[src/rtl/zz_seq_pkg.sv]
// Shared types and constants for the zigzag block sequencer: FSM states,
// last scan index per block size, and the incoming token layout.
package zz_seq_pkg;

    localparam int LAST_8     = 63;
    localparam int LAST_16    = 255;
    localparam int TOK_RUN_W  = 8;
    localparam int TOK_COEF_W = 16;

    typedef enum logic [2:0] {
        ST_IDLE,
        ST_ACCEPT,
        ST_ZERO_RUN,
        ST_LEVEL,
        ST_FILL,
        ST_BLK_DONE,
        ST_WAIT_BANK
    } seq_state_t;

    typedef struct packed {
        logic [TOK_RUN_W-1:0]         run;
        logic signed [TOK_COEF_W-1:0] level;
        logic                         eob;
    } token_t;

endpackage

[src/rtl/zz_scan_gen.sv]
// Zigzag scan position generator for 8x8 or 16x16 blocks; advances one
// position per step and flags the final position of the block.
module zz_scan_gen
    import zz_seq_pkg::*;
(
    input  logic       Clock_50,
    input  logic       Resetn,
    input  logic       clear,
    input  logic       step,
    input  logic       mode,
    output logic [3:0] row,
    output logic [3:0] col,
    output logic       last
);

    logic [3:0] max_rc;
    logic       up_right;

    assign max_rc   = mode ? 4'd15 : 4'd7;
    // Even anti-diagonals run toward the top-right, odd ones toward the bottom-left.
    assign up_right = ~(row[0] ^ col[0]);

    always_comb begin
        if (mode)
            last = ({row, col} == 8'(LAST_16));
        else
            last = ({row[2:0], col[2:0]} == 6'(LAST_8));
    end

    always_ff @(posedge Clock_50 or negedge Resetn) begin
        if (!Resetn) begin
            row <= 4'd0;
            col <= 4'd0;
        end else if (clear) begin
            row <= 4'd0;
            col <= 4'd0;
        end else if (step) begin
            if (up_right) begin
                if (col == max_rc) begin
                    row <= row + 4'd1;
                end else if (row == 4'd0) begin
                    col <= col + 4'd1;
                end else begin
                    row <= row - 4'd1;
                    col <= col + 4'd1;
                end
            end else begin
                if (row == max_rc) begin
                    col <= col + 4'd1;
                end else if (col == 4'd0) begin
                    row <= row + 4'd1;
                end else begin
                    row <= row + 4'd1;
                    col <= col - 4'd1;
                end
            end
        end
    end

endmodule

[src/rtl/zz_block_sequencer.sv]
// Expands run-length coefficient tokens into fully written zigzag blocks
// in a two-bank RAM and hands filled banks to the consumer in order.
module zz_block_sequencer
    import zz_seq_pkg::*;
#(
    parameter int COEF_W = 16,
    parameter int RUN_W  = 8
) (
    input  logic                     Clock_50,
    input  logic                     Resetn,
    input  logic                     mode,
    input  logic                     tok_valid,
    output logic                     tok_ready,
    input  logic [RUN_W-1:0]         tok_run,
    input  logic signed [COEF_W-1:0] tok_level,
    input  logic                     tok_eob,
    output logic                     wr_en,
    output logic [8:0]               wr_addr,
    output logic signed [COEF_W-1:0] wr_data,
    output logic                     blk_valid,
    output logic                     blk_bank,
    input  logic                     blk_ack,
    output logic                     err_overrun
);

    seq_state_t state_q, state_d;

    token_t                   tok_in;
    logic                     tok_fire;
    logic [TOK_RUN_W-1:0]     run_cnt;
    logic signed [COEF_W-1:0] level_q;
    logic                     mode_q;
    logic                     at_start;

    logic [1:0] full_q, full_d;
    logic       wbank_q;
    logic       rptr_q;
    logic       ack_ok;

    logic       wr_now, wr_level, scan_step, scan_clear, set_full, overrun_now;
    logic [3:0] scan_row, scan_col;
    logic       scan_last;
    logic [7:0] scan_pos;

    assign tok_in   = '{run: TOK_RUN_W'(tok_run), level: TOK_COEF_W'(tok_level), eob: tok_eob};
    assign tok_fire = tok_valid & tok_ready;
    assign ack_ok   = blk_ack & (|full_q);

    assign blk_valid = |full_q;
    assign blk_bank  = rptr_q;

    zz_scan_gen u_scan (
        .Clock_50 (Clock_50),
        .Resetn   (Resetn),
        .clear    (scan_clear),
        .step     (scan_step),
        .mode     (mode_q),
        .row      (scan_row),
        .col      (scan_col),
        .last     (scan_last)
    );

    assign scan_pos = mode_q ? {scan_row, scan_col} : {2'b00, scan_row[2:0], scan_col[2:0]};

    // ---- state register ----
    always_ff @(posedge Clock_50 or negedge Resetn) begin
        if (!Resetn)
            state_q <= ST_IDLE;
        else
            state_q <= state_d;
    end

    // ---- next-state logic ----
    always_comb begin
        state_d = state_q;
        case (state_q)
            ST_IDLE:      state_d = ST_ACCEPT;
            ST_ACCEPT: begin
                if (tok_fire) begin
                    if (tok_in.eob)
                        state_d = ST_FILL;
                    else if (tok_in.run != '0)
                        state_d = ST_ZERO_RUN;
                    else
                        state_d = ST_LEVEL;
                end
            end
            // Reaching the last position with zeros still pending drops the level.
            ST_ZERO_RUN: begin
                if (scan_last)
                    state_d = ST_BLK_DONE;
                else if (run_cnt == TOK_RUN_W'(1))
                    state_d = ST_LEVEL;
            end
            ST_LEVEL:     state_d = scan_last ? ST_BLK_DONE : ST_ACCEPT;
            ST_FILL:      if (scan_last) state_d = ST_BLK_DONE;
            ST_BLK_DONE:  state_d = full_d[~wbank_q] ? ST_WAIT_BANK : ST_ACCEPT;
            ST_WAIT_BANK: if (!full_d[wbank_q]) state_d = ST_ACCEPT;
            default:      state_d = ST_IDLE;
        endcase
    end

    // ---- per-state actions ----
    always_comb begin
        wr_now      = 1'b0;
        wr_level    = 1'b0;
        set_full    = 1'b0;
        scan_clear  = 1'b0;
        overrun_now = 1'b0;
        case (state_q)
            ST_ZERO_RUN: begin
                wr_now      = 1'b1;
                overrun_now = scan_last;
            end
            ST_LEVEL: begin
                wr_now   = 1'b1;
                wr_level = 1'b1;
            end
            ST_FILL:     wr_now = 1'b1;
            ST_BLK_DONE: begin
                set_full   = 1'b1;
                scan_clear = 1'b1;
            end
            default: ;
        endcase
        scan_step = wr_now & ~scan_last;
    end

    // ---- token capture and run counter ----
    always_ff @(posedge Clock_50 or negedge Resetn) begin
        if (!Resetn) begin
            run_cnt  <= '0;
            level_q  <= '0;
            mode_q   <= 1'b0;
            at_start <= 1'b1;
        end else begin
            if (tok_fire) begin
                run_cnt  <= tok_in.run;
                level_q  <= COEF_W'(tok_in.level);
                at_start <= 1'b0;
                if (at_start)
                    mode_q <= mode;
            end else if (state_q == ST_ZERO_RUN) begin
                run_cnt <= run_cnt - TOK_RUN_W'(1);
            end
            if (set_full)
                at_start <= 1'b1;
        end
    end

    // ---- bank bookkeeping ----
    always_comb begin
        full_d = full_q;
        if (ack_ok)
            full_d[rptr_q] = 1'b0;
        if (set_full)
            full_d[wbank_q] = 1'b1;
    end

    always_ff @(posedge Clock_50 or negedge Resetn) begin
        if (!Resetn) begin
            full_q  <= 2'b00;
            wbank_q <= 1'b0;
            rptr_q  <= 1'b0;
        end else begin
            full_q <= full_d;
            if (set_full)
                wbank_q <= ~wbank_q;
            if (ack_ok)
                rptr_q <= ~rptr_q;
        end
    end

    // ---- registered outputs ----
    always_ff @(posedge Clock_50 or negedge Resetn) begin
        if (!Resetn) begin
            tok_ready   <= 1'b0;
            wr_en       <= 1'b0;
            wr_addr     <= '0;
            wr_data     <= '0;
            err_overrun <= 1'b0;
        end else begin
            tok_ready <= (state_d == ST_ACCEPT);
            wr_en     <= wr_now;
            wr_addr   <= {wbank_q, scan_pos};
            wr_data   <= wr_level ? level_q : '0;
            if (overrun_now)
                err_overrun <= 1'b1;
        end
    end

endmodule

[config.mk]
export PLATFORM = sky130hd
export DESIGN_NAME = zz_block_sequencer
export DESIGN_NICKNAME = d
export VERILOG_FILES = /design/src/rtl/zz_seq_pkg.sv /design/src/rtl/zz_scan_gen.sv /design/src/rtl/zz_block_sequencer.sv
export SDC_FILE = /design/constraint.sdc
export NUM_CORES = 1
export LEC_CHECK = 0
export BUFFER_PORTS_ARGS = -buffer_cell sky130_fd_sc_hd__buf_2
export CORE_MARGIN = 8
export CORE_UTILIZATION = 50
export DETAILED_ROUTE_END_ITERATION = 10
export PLACE_DENSITY_LB_ADDON = 0.05
export SETUP_SLACK_MARGIN = 0.4
export SLEW_MARGIN = 20
export SYNTH_ARGS = -nofsm -noshare
export SYNTH_HDL_FRONTEND = slang
export SYNTH_HIERARCHICAL = 1
export SYNTH_SLANG_ARGS = --single-unit
[constraint.sdc]
create_clock -name Clock_50 -period 2.56 [get_ports Clock_50]
set_input_delay 0.128 -clock Clock_50 [delete_from_list [all_inputs] [get_ports Clock_50]]
set_output_delay 0.128 -clock Clock_50 [all_outputs]
set_load 0.02 [all_outputs]
Word-level counts from Yosys, hierarchy flattened
Index checks and enable logic that the tools add are counted.
{ "classes": {"n_addsub": 5, "muxes": 44, "reduce_logical": 14, "n_div": 0, "magnitude_cmp": 5, "eq_ne": 16, "multipliers": 0, "n_shift": 0, "n_bitwise": 10} }
{ "op_table": {"columns": ["op", "n"], "rows": [
  ["2-to-1 mux 4 bit", 13],
  ["2-to-1 mux 3 bit", 8],
  ["2-to-1 mux 8 bit", 3],
  ["one-hot mux 3 bit (7 select lines)", 1],
  ["2-to-1 mux 16 bit", 1],
  ["2-to-1 mux 1 bit", 14],
  ["== test 3 bit (second input constant)", 3],
  ["adder 4 x 1 -> 4 bit (second input constant)", 2],
  ["== test 4 bit", 2],
  ["== test 8 x 1 -> 1 bit (second input constant)", 1],
  ["== test 8 bit (second input constant)", 1],
  ["zero test 4 bit", 2],
  ["nonzero test 8 bit", 1],
  ["subtractor 4 x 1 -> 4 bit (second input constant)", 2],
  ["subtractor 8 x 1 -> 8 bit (second input constant)", 1],
  ["== test 3 x 1 -> 1 bit (second input constant)", 2],
  ["== test 3 x 2 -> 1 bit (second input constant)", 2],
  ["== test 6 bit (second input constant)", 1],
  ["less-than comparator 1 x 2 -> 1 bit (second input constant)", 3],
  ["AND reduction 3 bit", 2],
  ["nonzero test 2 bit", 3],
  ["2-to-1 mux 2 bit", 2],
  ["inequality test 4 x 2 -> 1 bit (second input constant)", 1],
  ["inequality test 4 bit (second input constant)", 1],
  ["15 further kinds", 22]
]} }
{ "totals": {"input_bits": 30, "regBits": 69, "output_inout_bits": 30, "ram_bits": 0, "mem_bits_ro": 0, "n_memories": 0, "latch_bits": 0} }

Logic depth before layout (Yosys ltp)
{ "depth": {"word_depth": 14, "ltp_mapped": 10, "depth_no_buf": 9} }

By module
Netlist, hierarchy kept.
{ "modules_own_cells": {"columns": ["mod", "n_inst", "seq_area_each_um2", "cells_per_inst", "area_each_um2"], "rows": [
  ["zz_block_sequencer", 1, 1527.7, 238, 2506.2],
  ["zz_scan_gen", 1, 200.2, 74, 700.7]
]} }

Worst setup path before layout
Ideal clock, no wire load.
{ "synth_timing": {"path_type": "reg-to-reg", "start": "register u_scan.row[0]", "end": "register u_scan.col[3]", "setup_ns": 0.124, "arrival_time_ns": 2.301, "stages_incl_launch_ff": 11, "setup_slack_ns": 0.135, "period_less_slack_ns": 2.425, "path_buffers": 1, "path_cell_list": "dfrtp_1 > buf_2 > inv_1 > or3_2 > a21oi_1 > inv_1 > and2_1 > o31a_2 > o22ai_2 > nor4b_1 > a211o_1"} }
{ "synth_between": {"elab_chain_cells": 6} }
{ "synth_rtl": {"columns": ["item", "line", "source"], "rows": [
  ["start, declared", "zz_scan_gen.sv:11", "output logic [3:0] row,"],
  ["start signal, assigned", "zz_scan_gen.sv:40", "row <= row + 4'd1;"],
  ["start signal, assigned", "zz_scan_gen.sv:44", "row <= row - 4'd1;"],
  ["start signal, assigned", "zz_scan_gen.sv:51", "row <= row + 4'd1;"],
  ["== test 8 bit / == test 6 bit (equally long branches)", "zz_scan_gen.sv:25, zz_scan_gen.sv:27", null],
  ["2-to-1 mux 1 bit *", "zz_scan_gen.sv:24", "if (mode)"],
  ["via scan_last", "zz_block_sequencer.sv:42", "logic scan_last;"],
  ["inverter 1 bit *", "zz_block_sequencer.sv:126", "scan_step = wr_now & ~scan_last;"],
  ["bitwise AND 1 bit *", "zz_block_sequencer.sv:126", null],
  ["via scan_step", "zz_block_sequencer.sv:40", "logic wr_now, wr_level, scan_step, scan_clear, set_full, overrun_now;"],
  ["nonzero test 2 bit (no line) *", null, null],
  ["AND reduction 3 bit (no line) *", null, null],
  ["end signal, assigned", "zz_scan_gen.sv:45", "col <= col + 4'd1;"],
  ["end signal, assigned", "zz_scan_gen.sv:49", "col <= col + 4'd1;"],
  ["end signal, assigned", "zz_scan_gen.sv:54", "col <= col - 4'd1;"],
  ["end, declared", "zz_scan_gen.sv:12", "output logic [3:0] col,"]
]} }
The timed path passes the listed nets; every way through them passes the cells marked *. The select of a mux whose other input is x is not followed.
A chain may end at the register's enable or synchronous reset.

Worst setup path after layout
Ends and elaborated chain as after synthesis.

==> run_results.csv <==
group,metric,value,unit
synthesis,netlist_area,3210,µm²
pwr,p_per_area,1160,nW/µm²
clock_network,clk_pin_slew,0.07,ns
cells_and_area,antenna_cells,0,
timing,holdWs,0.0157,ns
global_routing,grt_max_degree,70,
clock_network,clock_sinks,69,
critical_path,critPathLaunchType,"register",
routing,dr.pass1.iters,4,
placed_design,hpwl,4680,µm
routing,drc,0,
placed_design,place_inst,442,
routing,vias,2479,
clock_network,root_buffer,"clkbuf_8",
min_path,hold_path.class,"input port to register",
timing,final.min_clock_period,2.02,ns
critical_path,cp_slowest_cell,"dfrtp_1",
clock_network,htree_levels,3,
timing,worstMarginPinSlew,0.665,ns
critical_path,crit_family,"compound AO/OA/AOI/OAI gates",
cells_and_area,final_cell_mix,"nand2_1, dfrtp_1, buf_2, and2_1, dlygate4sd3_1",
routing,top_layer,"met4",
cells_and_area,drive_above_1_share,0.293,
timing,clock_skew,0.00727,ns
global_routing,grt_pass1_vias,2439,
die,dieArea,9230,µm²
flow_run,max-cap-violations,0,
routing,met3WireLength,477,µm
pwr,p_comb_frac,0.449,
global_routing,antenna_found_initial,0,
timing,fin_tns_setup,0,ns
clock_network,cts_tree,"built",
pwr,clkPwrFrac,0.165,
pwr,seqPwrFrac,0.387,
cells_and_area,regArea,1730,µm²
timing,slew_headroom,0.556,
clock_network,insertion_delay,0.34,ns
synthesis,syn-num-nets,350,
cells_and_area,nets,442,
pwr,leakage,2.01,nW
routing,via_per_inst,5.10,
routing,ant_nets,0,
critical_path,critical_path_class,"register to register",
timing,setup_viol,0,
die,die_y,96.1,µm
synthesis,synth_edf_count,0,
synthesis,synth_cell_types,55,
timing,grt_setup_unrepaired,"no",
cells_and_area,final_common_cell,"nand2_1",
placed_design,gp_congestion,0.833,
global_routing,grt_overflow,0,
synthesis,ys_seq_area_frac,0.539,
pwr,swShare,0.396,
synthesis,synth-seq-cells,69,
timing,layout_setup_ws,0.543,ns
cells_and_area,fin_util,0.651,
routing,first_iter_violations,69,
pwr,ir_drop,0.000780,V
cells_and_area,fillers,546,
critical_path,critPathArrivalTime,2.25,ns
placed_design,io_buffers,59,
critical_path,crit_chain,"inv_2 -> or3_4 -> a21oi_4 -> inv_2 -> and2_1 -> o31a_2 -> o22ai_4 -> nor4b_2 -> a211o_1",
cells_and_area,syn2layout_area_growth,27.4,%
pwr,power_switching,0.00187,W
routing,wl_met1,3040,µm
routing,wire_per_inst,14.4,µm
run_status,status,"complete, no violations",
synthesis,ys_warn_count,6,
critical_path,path_buf_inv,2,
timing,fmax,0.496,GHz
placed_design,place_ws,0.343,ns
critical_path,crit_path_max_incr_delay,0.40,ns
die,ios,60,
die,core_area,6280,µm²
synthesis,syn_inst,312,
die,num_rows,29,
synthesis,synth_flop_cell,"dfrtp_1",
synthesis,avgSynthCellArea,10.3,µm²
global_routing,grt_pass1_wl,11300,µm
global_routing,grt_usage,0.159,
timing,report.final.slew_viol_count,0,
clock_network,cts_buffer_depth,2,
routing,wl_met2,3370,µm
die,initial_core_util,0.511,
timing,timing_hold_violations_final,0,
pwr,internal_power,0.00286,W
timing,min_period_over_period,0.788,
clock_network,numCtsBuffers,9,
cells_and_area,instances_no_fill,486,
critical_path,cp_data_required_time,2.79,ns
critical_path,crit_fanout,6,
critical_path,cpMostUsedCell,"inv_2",
synthesis,async_flop_share,1.00,
routing,wirelength,7000,µm
cells_and_area,multiInputGateArea,1410,µm²
critical_path,end_kind,"register",
die,fp.dieW,96.1,µm
## sequential cells by signal (all words and copies together) (netlist names), 2 cells and up
signal,cells
wr_data,16
u_scan/col,4
run_cnt,8
full_q,2
state_q,3
level_q,16
u_scan/row,4
wr_addr,9
## stage by stage
step / cell area, µm² / power (W)
2_1_floorplan: 3240 / 0.00332
3_3_place_gp: 3640 / 0.00379
3_5_place_dp: 3640 / 0.00384
4_1_cts: 4020 / 0.00471
5_1_grt: 4080 / 0.00511
6_report: 4080 / 0.00473
## worst paths after layout
kind                               start       endpoint  slack, ns  cells past startpoint
max                        u_scan/row[0]  u_scan/col[3]       0.54                      9
min                           tok_run[5]     run_cnt[5]       0.02                      3
max reg2reg                u_scan/row[0]  u_scan/col[3]       0.54                      9
min reg2reg                     at_start       at_start       0.46                      2
max in group asynchronous         Resetn  u_scan/row[1]       1.89                      3
min in group asynchronous         Resetn     level_q[2]       0.33                      3
## power by group through the flow
stage | Clock [W] | Sequential [W] | Combinational, W
4_1_cts | 0.000813 | 0.00184 | 0.00206
3_5_place_dp | 0 | 0.00185 | 0.00198
5_1_grt | 0.000859 | 0.00189 | 0.00236
3_3_place_gp | 0 | 0.00184 | 0.00195
6_report | 0.000779 | 0.00183 | 0.00212
2_1_floorplan | 0 | 0.00189 | 0.00142
## synthesized netlist by cell type (3+ instances only)
library cell,count,area share
a31oi_1,3,0.0059
nand2_1,70,0.082
nor3b_1,3,0.0070
a21o_1,3,0.0070
ha_1,8,0.031
nor4_1,3,0.0059
mux2_2,6,0.021
a21oi_1,5,0.0078
and2_1,20,0.039
nor3_1,5,0.0078
nand2b_1,3,0.0059
nand4_1,3,0.0059
o21ai_2,3,0.0082
nand3b_1,3,0.0070
clkbuf_1,12,0.014
xor2_1,9,0.025
nor2_1,8,0.0094
o21ai_0,7,0.011
inv_1,8,0.0094
nand3_1,7,0.011
xnor2_1,6,0.016
o21ai_1,7,0.011
dfrtp_1,68,0.53
o31ai_1,3,0.0070
## timing repair
item                                   4_1_cts  5_1_grt
endpoints found under the hold margin       86        0
hold buffers                                19        0
gates resized for setup                      1        5
setup buffers                                2        7
pin swaps                                    1        2
setup endpoints to repair                    1        5
gates cloned                                 0        0
## worst register-to-register path: stages, from the launching register on
cell     delay [ns]
dfrtp_1        0.40
inv_2          0.07
or3_4          0.40
a21oi_4        0.18
inv_2          0.06
and2_1         0.15
o31a_2         0.13
o22ai_4        0.24
nor4b_2        0.07
a211o_1        0.22
## per-layer routing
layer / track usage / up-vias
li1: - / 1235
met1: 0.192 / 1169
met2: 0.259 / 62
met3: 0.0421 / 13
met4: 0.0768 / 0
met5: 0 / -
## area by class of cell
class / count / area share
Tap cell: 77 / 0.0236
Clock inverter: 6 / 0.00950
Multi-Input combinational cell: 219 / 0.345
Sequential cell: 69 / 0.424
Clock buffer: 10 / 0.0337
Inverter: 8 / 0.00735
Timing Repair Buffer: 97 / 0.157
## cells by family after synthesis
| kind of cell | Yosys count | synth area share |
|---|---|---|
| AND/OR/NAND/NOR | 141 | 0.224 |
| flip-flops | 69 | 0.539 |
| AO/OA/AOI/OAI | 45 | 0.0948 |
| buffers and inverters | 24 | 0.0312 |
| XOR/XNOR | 16 | 0.0496 |
| multiplexers | 9 | 0.0308 |
| adder cells (fa/ha/maj) | 8 | 0.0312 |
(Power assumes the default switching activity.)
